==> config.mk <==
export PLATFORM = sky130hd
export DESIGN_NAME = multiphase_clk_gen
export DESIGN_NICKNAME = d
export VERILOG_FILES = /design/src/rtl/multiphase_clk_gen.sv
export SDC_FILE = /design/constraint.sdc
export NUM_CORES = 1
export LEC_CHECK = 0
export CORE_MARGIN = 5
export CORE_UTILIZATION = 57
export DETAILED_ROUTE_END_ITERATION = 10
export PLACE_DENSITY_LB_ADDON = 0.05
export SLEW_MARGIN = 10
export SYNTH_ARGS = -nofsm -noshare
export SYNTH_HDL_FRONTEND = slang
export SYNTH_SLANG_ARGS = --single-unit
==> constraint.sdc <==
create_clock -name clk_in -period 5.6 [get_ports clk_in]
set_input_delay 1.12 -clock clk_in [delete_from_list [all_inputs] [get_ports clk_in]]
set_output_delay 1.12 -clock clk_in [all_outputs]
set_load 0.03 [all_outputs]
==> src/rtl/multiphase_clk_gen.sv <==
// N-phase non-overlapping clock generator: frames of NUM_PHASES slots plus an idle tail.
// Optional single-frame step control is compiled in with `define MPCLK_STEP_EN.
module multiphase_clk_gen #(
    parameter int NUM_PHASES = 4,
    parameter int CNT_W      = 6,
    parameter int HIGH_DEF   = 4,
    parameter int SLOT_DEF   = 8,
    parameter int TAIL_TICKS = 32,
    parameter int FCNT_W     = 16
) (
    input  logic                  clk_in,
    input  logic                  reset,
    input  logic                  run,
    input  logic                  step,
    input  logic                  cfg_load,
    input  logic [CNT_W-1:0]      cfg_high,
    input  logic [CNT_W-1:0]      cfg_slot,
    output logic [NUM_PHASES-1:0] phase_out,
    output logic                  busy,
    output logic                  frame_done,
    output logic [FCNT_W-1:0]     frame_count,
    output logic                  cfg_err
);
    localparam int SEG_W = $clog2(NUM_PHASES + 1);
    localparam logic [SEG_W-1:0] TAIL_SEG = SEG_W'(NUM_PHASES);
    // With no tail the frame ends on the last phase slot.
    localparam logic [SEG_W-1:0] LAST_SEG  = (TAIL_TICKS > 0) ? SEG_W'(NUM_PHASES) : SEG_W'(NUM_PHASES - 1);
    localparam logic [CNT_W-1:0] TAIL_LAST = (TAIL_TICKS > 0) ? CNT_W'(TAIL_TICKS - 1) : '0;

    typedef enum logic [1:0] {IDLE, RUN, STOPPING} state_t;

    state_t                  state, state_n;
    logic [SEG_W-1:0]        seg, seg_n;
    logic [CNT_W-1:0]        tick, tick_n;
    logic [CNT_W-1:0]        high_r, high_n, slot_r, slot_n;
    logic [CNT_W-1:0]        seg_last, seg_last_n;
    logic                    cfg_ok, start, seg_end, frame_end, busy_n, last_n;
    logic [NUM_PHASES-1:0]   phase_n;

`ifdef MPCLK_STEP_EN
    assign start = run | step;
`else
    logic step_unused;
    assign step_unused = step;
    assign start = run;
`endif

    always_comb begin
        cfg_ok   = (cfg_high != '0) && (cfg_high < cfg_slot);
        high_n   = high_r;
        slot_n   = slot_r;
        if (state == IDLE && cfg_load && cfg_ok) begin
            high_n = cfg_high;
            slot_n = cfg_slot;
        end

        seg_last  = (seg == TAIL_SEG) ? TAIL_LAST : slot_r - CNT_W'(1);
        seg_end   = (tick == seg_last);
        frame_end = seg_end && (seg == LAST_SEG);

        state_n = state;
        seg_n   = seg;
        tick_n  = tick;
        case (state)
            IDLE: begin
                // run wins over step; a lone step runs exactly one frame
                if (start) begin
                    state_n = run ? RUN : STOPPING;
                    seg_n   = '0;
                    tick_n  = '0;
                end
            end
            default: begin
                state_n = run ? RUN : STOPPING;
                if (frame_end) begin
                    seg_n  = '0;
                    tick_n = '0;
                    if (!run) state_n = IDLE;
                end else if (seg_end) begin
                    seg_n  = seg + SEG_W'(1);
                    tick_n = '0;
                end else begin
                    tick_n = tick + CNT_W'(1);
                end
            end
        endcase

        // Outputs are decoded from the next position so they are registered.
        busy_n     = (state_n != IDLE);
        seg_last_n = (seg_n == TAIL_SEG) ? TAIL_LAST : slot_n - CNT_W'(1);
        last_n     = busy_n && (seg_n == LAST_SEG) && (tick_n == seg_last_n);
        for (int i = 0; i < NUM_PHASES; i++)
            phase_n[i] = busy_n && (seg_n == SEG_W'(i)) && (tick_n < high_n);
    end

    always_ff @(posedge clk_in) begin
        if (reset) begin
            state       <= IDLE;
            seg         <= '0;
            tick        <= '0;
            high_r      <= CNT_W'(HIGH_DEF);
            slot_r      <= CNT_W'(SLOT_DEF);
            phase_out   <= '0;
            busy        <= 1'b0;
            frame_done  <= 1'b0;
            frame_count <= '0;
            cfg_err     <= 1'b0;
        end else begin
            state      <= state_n;
            seg        <= seg_n;
            tick       <= tick_n;
            high_r     <= high_n;
            slot_r     <= slot_n;
            phase_out  <= phase_n;
            busy       <= busy_n;
            frame_done <= last_n;
            cfg_err    <= cfg_load && !(state == IDLE && cfg_ok);
            if (state != IDLE && frame_end && frame_count != '1)
                frame_count <= frame_count + FCNT_W'(1);
        end
    end
endmodule

==> flow_summary.json, run 1 <==
{
  "antenna_found_initial": 0,
  "seq_area_frac_synth_pct": 37.2,
  "yosys_register_bits": 46,
  "drc_errors": 0,
  "yosysUniqueCellTypes": 49,
  "drv_slew": 0,
  "synth.net_count": 323,
  "synth_area_leaders": "dfxtp_1 37%, ha_1 7.6%, nor2_1 6.8%, mux2i_1 4.0%, xnor2_1 3.9%",
  "clkSinkCount": 46,
  "start_util_pct": 57.6,
  "internal_power_w": 0.000508,
  "met1_length_um": 2700,
  "synth_common_cells": "46 x dfxtp_1, 45 x nor2_1, 19 x nand2_1, 17 x inv_1, 15 x ha_1",
  "min_to": "high_r[2]$_SDFF_PP1_",
  "reg2reg_depth": 15,
  "grt_pass1_wl_um": 9070,
  "hold_viol": 0,
  "combPwrFrac_pct": 13.5,
  "top_layer": "met4",
  "seq_power_share_pct": 50.2,
  "grt_max_degree": 35,
  "cts_resized": 0,
  "whs_path_depth": 2,
  "multi_input_area_mm2": 0.00145,
  "setup_viol": 0,
  "wl_um": 5450,
  "rows": 24,
  "synth_edf_count": 0,
  "p_leak_nw": 1.18,
  "fin_area_mm2": 0.00301,
  "hold_class": "flop to flop",
  "fin_crit_sh_pct": 76.5,
  "vias": 2153,
  "post-route-util_pct": 70.1,
  "area_growth_pct": 21.8,
  "r2r_slack_ps": 1350,
  "max_freq_mhz": 233,
  "avgSynthCellArea_um2": 8.50,
  "yosysMostFrequentCell": "dfxtp_1",
  "met2_length_um": 2440,
  "r2r_start": "seg[0]$_SDFF_PP0_",
  "tns_ps": 0,
  "synth_cells": 291,
  "path_class": "input pin to flop",
  "route.met3.wl_um": 242,
  "port_buffers": 38,
  "routabilityCongestion": 0.809,
  "maxCapViolations": 0,
  "cts_tree": "built",
  "ys_warn_count": 0,
  "worst_slew_pin_slew_ps": 734,
  "powerDensity_mw_per_mm2": 226,
  "worstPathMaxFanout": 12,
  "grt_overflow": 0,
  "power_switching_share_pct": 25.3,
  "worst_setup_path_end_kind": "flop",
  "synth_top_area_share_pct": 37.2,
  "post_cts_buffers": 0,
  "start_kind": "input pin",
  "hp-start": "high_r[2]$_SDFF_PP1_",
  "postRouteAntennaNets": 0,
  "layout_min_cycle_time_ps": 4280,
  "nNetsFinal": 361,
  "power.total_w": 0.000681,
  "clock_power_share_pct": 36.3,
  "grt_pass1_vias": 1983,
  "root_buffer": "clkbuf_8",
  "rr_endpoint": "phase_out[1]$_SDFF_PP0_",
  "fp.dieW_um": 75.9,
  "synth_top_area_cell": "dfxtp_1",
  "fp.dieH_um": 75.9,
  "skew_ps": 9.55,
  "die-area_mm2": 0.00576,
  "status": "finished, final reports clean",
  "clkTransAtPathRegs_ps": 90,
  "arrival_ps": 4510,
  "routed_via_density": 5.64,
  "clk_latency_ps": 300,
  "htreeDepth": 2,
  "layout-drive-gt1-share_pct": 5.45,
  "synthesis.area_mm2": 0.00247,
  "firstDrtPassIters": 4,
  "clock_path_buffers": 2,
  "antenna_cells": 0,
  "rsz0062_at_grt": "false",
  "pin_count": 40,
  "core_area_mm2": 0.00429,
  "fillers": 372,
  "slew_headroom_pct": 51.1,
  "ys.flop_type": "dfxtp_1",
  "ir_worst_vdd_v": 0.000205,
  "drt_iter0_markers": 115,
  "grtUsageTotal_pct": 20.5,
  "wl_per_cell_um": 14.3,
  "cts_hold_repair.buffers": 0,
  "place_hpwl_um": 4050,
  "seq_area_um2": 921,
  "postPlaceCellArea_mm2": 0.00290,
  "synthArstFlopShare_pct": 0,
  "cts_buffers": 5,
  "crit_required_ps": 5820,
  "p_sw_w": 0.000172
}
## registers in the layout, indices dropped and copies added, names as in the netlist
signal / count
frame_count: 16
high_r: 6
slot_r: 6
tick: 6
phase_out: 4
seg: 3
state: 2
busy: 1
cfg_err: 1
frame_done: 1
## logic make-up after synthesis
logic type	share of synthesized area (%)
mux	4.05
xor+xnor	6.68
buf+inv	4.05
simple gates	25.3
fa+ha+maj	7.59
compound gates	15.1
flops	37.2
## layout make-up
class	instances	area share (%)
timing repair buffer	40	13.1
clock inverter	3	1.50
clock buffer	5	2.29
sequential	46	30.6
tap	52	2.16
multi-input combinational	219	48.2
inverter	17	2.12
## power groups by stage
stage	combinational, W	clock [W]	sequential (W)
global placement	0.0000900	0	0.000349
global route	0.000102	0.000267	0.000344
CTS	0.0000920	0.000252	0.000342
floorplan	0.0000594	0	0.000351
finish	0.0000919	0.000247	0.000342
detailed placement	0.0000916	0	0.000350
## placed cells by master (no fill, tap or decap), drive strengths merged, types with 3 or more instances in the layout
cell type      count
nor2              45
nand2             19
o211ai             3
nor3               7
a21oi             14
dfxtp             46
or3                5
nor3b              3
nand4              7
xor2               7
clkdlybuf4s50     38
o21ai             11
mux2i             10
nor4               7
clkbuf             5
nand3              6
a21o               3
inv               17
and2              10
a211oi             4
a22oi              3
ha                15
xnor2             11
## worst max path at each step
stage                            from                      end  slack [ps]  depth (start not counted)
final                     cfg_high[2]  phase_out[1]$_SDFF_PP0_        1320                         14
after global routing      cfg_slot[2]  phase_out[1]$_SDFF_PP0_        1030                         15
after CTS                 cfg_high[2]  phase_out[1]$_SDFF_PP0_        1320                         14
after detailed placement  cfg_high[2]  phase_out[1]$_SDFF_PP0_        1000                         14
after global placement    cfg_high[2]  phase_out[1]$_SDFF_PP0_        1060                         14
after floorplan           cfg_slot[2]  phase_out[1]$_SDFF_PP0_        1840                         13
## metal layers
layer,track usage (%),vias to the layer above
li1,-,1112
met1,28.3,985
met2,31.7,47
met3,4.88,9
met4,6.02,0
met5,0,-
## stage by stage
step	hold slack (ps)	setup slack [ps]	cells
final	507	1320	382
after global routing	556	1030	382
after CTS	512	1320	382
after detailed placement	492	1000	374
after global placement	472	1060	374
after floorplan	450	1840	291
## worst max-delay path, cell delays in order
cell and delay (ps):
clkdlybuf4s50_1 470, ha_1 330, a211oi_1 230, o21ai_0 110, o2111ai_1 110, nand4_1 380
buf_4 320, mux2i_1 150, ha_1 210, a21o_1 180, a21o_1 170, a21oi_1 180
nand4b_1 240, nor4b_2 310
Power figures use the tool's default switching activity.
==> run 2, diff against run 1 <==
CORE_UTILIZATION = 48   (was 57)
clock period = 3.5 ns   (was 5.6 ns; I/O delays follow)
==> flow_summary.json, run 2 (synthesis gave the netlist of run 1 again) <==
{
  "start_util_pct": 49.1,
  "rr_endpoint": "phase_out[2]$_SDFF_PP0_",
  "setup_viol": 0,
  "fp.dieH_um": 81.8,
  "crit_required_ps": 3730,
  "r2r_start": "slot_r[0]$_SDFF_PP0_",
  "clkTransAtPathRegs_ps": 80,
  "crit_chain": "clkdlybuf4s50_1 -> ha_1 -> a211oi_1 -> nand4_1 -> mux2i_1 -> ha_1 -> a21o_1 -> a21o_1 -> a21oi_2 -> nand4b_1 -> buf_4 -> nor2_1",
  "core_area_mm2": 0.00504,
  "nNetsFinal": 388,
  "hp-start": "high_r[2]$_SDFF_PP1_",
  "wl_um": 5730,
  "drc_errors": 0,
  "largest-register": "frame_count",
  "area_growth_pct": 31.4,
  "grt_pass1_wl_um": 9630,
  "critical-path-max-stage-delay_ps": 460,
  "post_cts_buffers": 0,
  "port_buffers": 38,
  "arrival_ps": 3590,
  "pin_count": 40,
  "place_hpwl_um": 4340,
  "grtUsageTotal_pct": 18.6,
  "postPlaceCellArea_mm2": 0.00312,
  "final_cell_mix": "45 x nor2_1, 45 x dfxtp_1, 38 x clkdlybuf4s50_1",
  "hold_viol": 0,
  "clock_path_buffers": 2,
  "path_buf_inv": 2,
  "cts_buffers": 5,
  "clk_latency_ps": 290,
  "antenna_cells": 0,
  "status": "finished, final reports clean",
  "clkSinkCount": 46,
  "rows": 26,
  "drv_slew": 0,
  "routabilityCongestion": 0.792,
  "hold_class": "flop to flop",
  "grt_overflow": 0,
  "min_to": "high_r[2]$_SDFF_PP1_",
  "slew_headroom_pct": 68.7,
  "r2r_slack_ps": 180,
  "maxCapViolations": 0,
  "rsz0062_at_grt": "false",
  "layout-drive-gt1-share_pct": 14.3,
  "tns_ps": 0,
  "reg2reg_depth": 15,
  "largest_reg_flops": 16,
  "fin_crit_sh_pct": 96.0,
  "cts_tree": "built",
  "grt_max_degree": 34,
  "firstDrtPassIters": 4,
  "routed_via_density": 5.25,
  "fp.dieW_um": 81.8,
  "p_leak_nw": 1.31,
  "postRouteAntennaNets": 0,
  "worstPathMaxFanout": 3,
  "worst_setup_path_end_kind": "flop",
  "powerDensity_mw_per_mm2": 324,
  "skew_ps": 5.49,
  "power.total_w": 0.00105,
  "grt_pass1_vias": 2065,
  "ir_worst_vdd_v": 0.000250,
  "slowest_stage": "clkdlybuf4s50_1",
  "cts_hold_repair.buffers": 0,
  "fin_area_mm2": 0.00325,
  "timing.hold.ws_ps": 506,
  "max_freq_mhz": 298,
  "htreeDepth": 2,
  "root_buffer": "clkbuf_8",
  "antenna_found_initial": 0,
  "layout_min_cycle_time_ps": 3360,
  "start_kind": "input pin",
  "wl_per_cell_um": 13.4,
  "whs_path_depth": 2,
  "drt_iter0_markers": 153,
  "die-area_mm2": 0.00669,
  "vias": 2242,
  "worst_slew_pin_slew_ps": 468,
  "path_class": "input pin to flop",
  "cp_top_family": "compound AO/OA/AOI/OAI gates"
}
## run 2: power by group
part | internal, W | total, W | switching, W
logic | 0.0000889 | 0.000180 | 0.0000910
registers | 0.000536 | 0.000546 | 0.00000969
clock network | 0.000159 | 0.000327 | 0.000168
total | 0.000785 | 0.00105 | 0.000268
## run 2: final cells by class
| cell class | count | area, um2 |
|---|---|---|
| clock buffer | 7 | 86.3 |
| clock inverter | 1 | 5.00 |
| fill | 458 | 1790 |
| inverter | 17 | 63.8 |
| multi-input combinational | 219 | 1480 |
| sequential | 46 | 922 |
| tap | 70 | 87.6 |
| timing repair buffer | 67 | 602 |
## run 2: worst max path at each step
stage | to | slack [ps] | depth (start not counted) | start
final | phase_out[2]$_SDFF_PP0_ | 140 | 12 | cfg_high[5]
after floorplan | phase_out[1]$_SDFF_PP0_ | 30 | 16 | seg[0]$_SDFF_PP0_
after global placement | phase_out[1]$_SDFF_PP0_ | -220 | 15 | cfg_slot[2]
after global routing | phase_out[3]$_SDFF_PP0_ | 2 | 16 | slot_r[0]$_SDFF_PP0_
after CTS | phase_out[1]$_SDFF_PP0_ | 20 | 15 | cfg_slot[2]
after detailed placement | phase_out[1]$_SDFF_PP0_ | -290 | 15 | cfg_slot[2]
## run 2: worst register-to-register path, cell delays in order (launching register included)
cell and delay [ps]:
dfxtp_1 310, buf_4 150, or3_1 380, o31a_1 260
o21ai_2 180, xor2_2 170, a21oi_1 100, a21o_1 160
a22o_1 260, ha_1 320, a21o_1 160, a21o_1 180
a21oi_2 130, nand4b_1 190, buf_4 210, nor2_1 90
## run 2: layer usage
metal,global-route usage (%),routed length [um],vias up
li1,-,-,1162
met5,0,0,-
met1,26.9,2860,1012
met4,4.49,37,0
met3,4.82,296,4
met2,27.5,2540,64
## run 2: metrics by stage
stage / worst slack [ps] / cells / util, %
after floorplan: 30.3 / 291 / -
after global placement: -224 / 419 / 61.9
after detailed placement: -287 / 419 / 61.9
after CTS: 22.5 / 427 / 63.7
after global routing: 2.35 / 427 / 64.5
final: 140 / 427 / 64.5
## run 2: what timing repair did
action	in CTS	in global routing
endpoints found under the hold margin	0	0
resized for setup	0	9
endpoints found under the setup margin	0	4
==> run 3, diff against run 2 <==
CAP_MARGIN = 0   (was unset)
MAX_ROUTING_LAYER = met4   (was unset)
==> flow_summary.json, run 3 (synthesis gave the netlist of run 1 again) <==
{
  "largest-register": "frame_count",
  "largest_reg_flops": 16,
  "root_buffer": "clkbuf_8",
  "routed_via_density": 5.22,
  "antenna_found_initial": 0,
  "clk_latency_ps": 290,
  "hp-start": "high_r[2]$_SDFF_PP1_",
  "worstPathMaxFanout": 3,
  "cp_top_family": "compound AO/OA/AOI/OAI gates",
  "path_buf_inv": 2,
  "fin_area_mm2": 0.00325,
  "routabilityCongestion": 0.803,
  "area_growth_pct": 31.4,
  "grt_pass1_vias": 2074,
  "worstSetupStartpoint": "cfg_high[5]",
  "layout-drive-gt1-share_pct": 14.3,
  "antenna_cells": 0,
  "cts_tree": "built",
  "max_freq_mhz": 298,
  "arrival_ps": 3590,
  "dp.cells": 419,
  "rr_endpoint": "phase_out[2]$_SDFF_PP0_",
  "path_class": "input pin to flop",
  "crit_required_ps": 3730,
  "vias": 2228,
  "maxCapViolations": 0,
  "htreeDepth": 2,
  "fp.dieW_um": 81.8,
  "r2r_start": "slot_r[0]$_SDFF_PP0_",
  "cts_resized": 0,
  "setup_viol": 0,
  "layout_min_cycle_time_ps": 3360,
  "drc_errors": 0,
  "reg2reg_depth": 15,
  "ir_worst_vdd_v": 0.000251,
  "clkSinkCount": 46,
  "wl_um": 5710,
  "core_area_mm2": 0.00504,
  "worst_setup_path_end_kind": "flop",
  "fin_cells": 427,
  "clkTransAtPathRegs_ps": 80,
  "grtUsageTotal_pct": 19.0,
  "rsz0062_at_grt": "false",
  "clock_path_buffers": 2,
  "firstDrtPassIters": 4,
  "die-area_mm2": 0.00669,
  "nNetsFinal": 388,
  "hold_viol": 0,
  "skew_ps": 5.78,
  "postPlaceCellArea_mm2": 0.00312,
  "drt_iter0_markers": 145,
  "cts_buffers": 5,
  "crit_cells": 12,
  "timing.hold.ws_ps": 506,
  "start_util_pct": 49.1,
  "status": "finished, final reports clean",
  "start_kind": "input pin",
  "place_hpwl_um": 4340,
  "fp.dieH_um": 81.8,
  "post_cts_buffers": 0,
  "worst_slew_pin_slew_ps": 469,
  "slowest_stage": "clkdlybuf4s50_1",
  "cts_hold_repair.buffers": 0,
  "final_cell_mix": "45 x nor2_1, 45 x dfxtp_1, 38 x clkdlybuf4s50_1",
  "slew_headroom_pct": 68.6,
  "powerDensity_mw_per_mm2": 324,
  "critPathCapture": "phase_out[2]$_SDFF_PP0_",
  "rows": 26,
  "pin_count": 40,
  "grt_pass1_wl_um": 9600,
  "crit_chain": "clkdlybuf4s50_1 -> ha_1 -> a211oi_1 -> nand4_1 -> mux2i_1 -> ha_1 -> a21o_1 -> a21o_1 -> a21oi_2 -> nand4b_1 -> buf_4 -> nor2_1",
  "grt_overflow": 0,
  "p_leak_nw": 1.31,
  "wl_per_cell_um": 13.4,
  "grt_max_degree": 34,
  "hold_class": "flop to flop",
  "postRouteAntennaNets": 0,
  "port_buffers": 38,
  "critical-path-max-stage-delay_ps": 460,
  "fin_crit_sh_pct": 95.9,
  "r2r_slack_ps": 190,
  "drv_slew": 0
}
[run 3: cell counts in the layout (fill, tap and decap cells not counted)]
No cell type changed its count.
[run 3: cell type report]
cell class              count  area [um2]
multi-input cells         219        1480
clock inverters             1        5.00
well taps                  70        87.6
flip-flops and latches     46         922
clock buffers               7        86.3
repair buffers             67         602
inverters                  17        63.8
fillers                   458        1790
[run 3: worst min path at each step]
stage                     slack [ps]  cells after the start              endpoint
after floorplan                  450                      2  high_r[2]$_SDFF_PP1_
after global placement           470                      2  high_r[2]$_SDFF_PP1_
after detailed placement         490                      2  high_r[2]$_SDFF_PP1_
after CTS                        510                      2  high_r[2]$_SDFF_PP1_
after global routing             550                      2  high_r[2]$_SDFF_PP1_
final                            510                      2  high_r[2]$_SDFF_PP1_
[run 3: layer usage]
| layer | track usage [%] | vias up | wire length (um) |
|---|---|---|---|
| met5 | - | - | 0 |
| met4 | 5.48 | 0 | 46 |
| met3 | 3.18 | 5 | 283 |
| met2 | 27.5 | 61 | 2530 |
| met1 | 27.1 | 1004 | 2850 |
| li1 | - | 1158 | - |
[run 3: power breakdown]
group | leakage [nW] | switching (W) | internal [W]
Clock | 0.0482 | 0.000169 | 0.000159
Combinational | 0.890 | 0.0000908 | 0.0000889
Sequential | 0.374 | 0.00000967 | 0.000536
Total | 1.31 | 0.000269 | 0.000785
[run 3: tightest hold or removal path, delay by kind of cell (launching register included)]
| kind | cells | cell delay (ps) |
|---|---|---|
| AND/OR/NAND/NOR | 1 | 70 |
| flip-flops | 1 | 320 |
| multiplexers | 1 | 90 |
[run 3: per-stage QoR]
| step | power (W) | worst slack, ps | utilization [%] | setup TNS, ps |
|---|---|---|---|---|
| 6_report | 0.00105 | 144 | 64.5 | 0 |
| 3_5_place_dp | 0.000734 | -287 | 61.9 | -1060 |
| 5_1_grt | 0.00111 | 2.34 | 64.5 | 0 |
| 3_3_place_gp | 0.000731 | -224 | 61.9 | -794 |
| 4_1_cts | 0.00106 | 22.5 | 63.7 | 0 |
| 2_1_floorplan | 0.000657 | 30.3 | - | 0 |
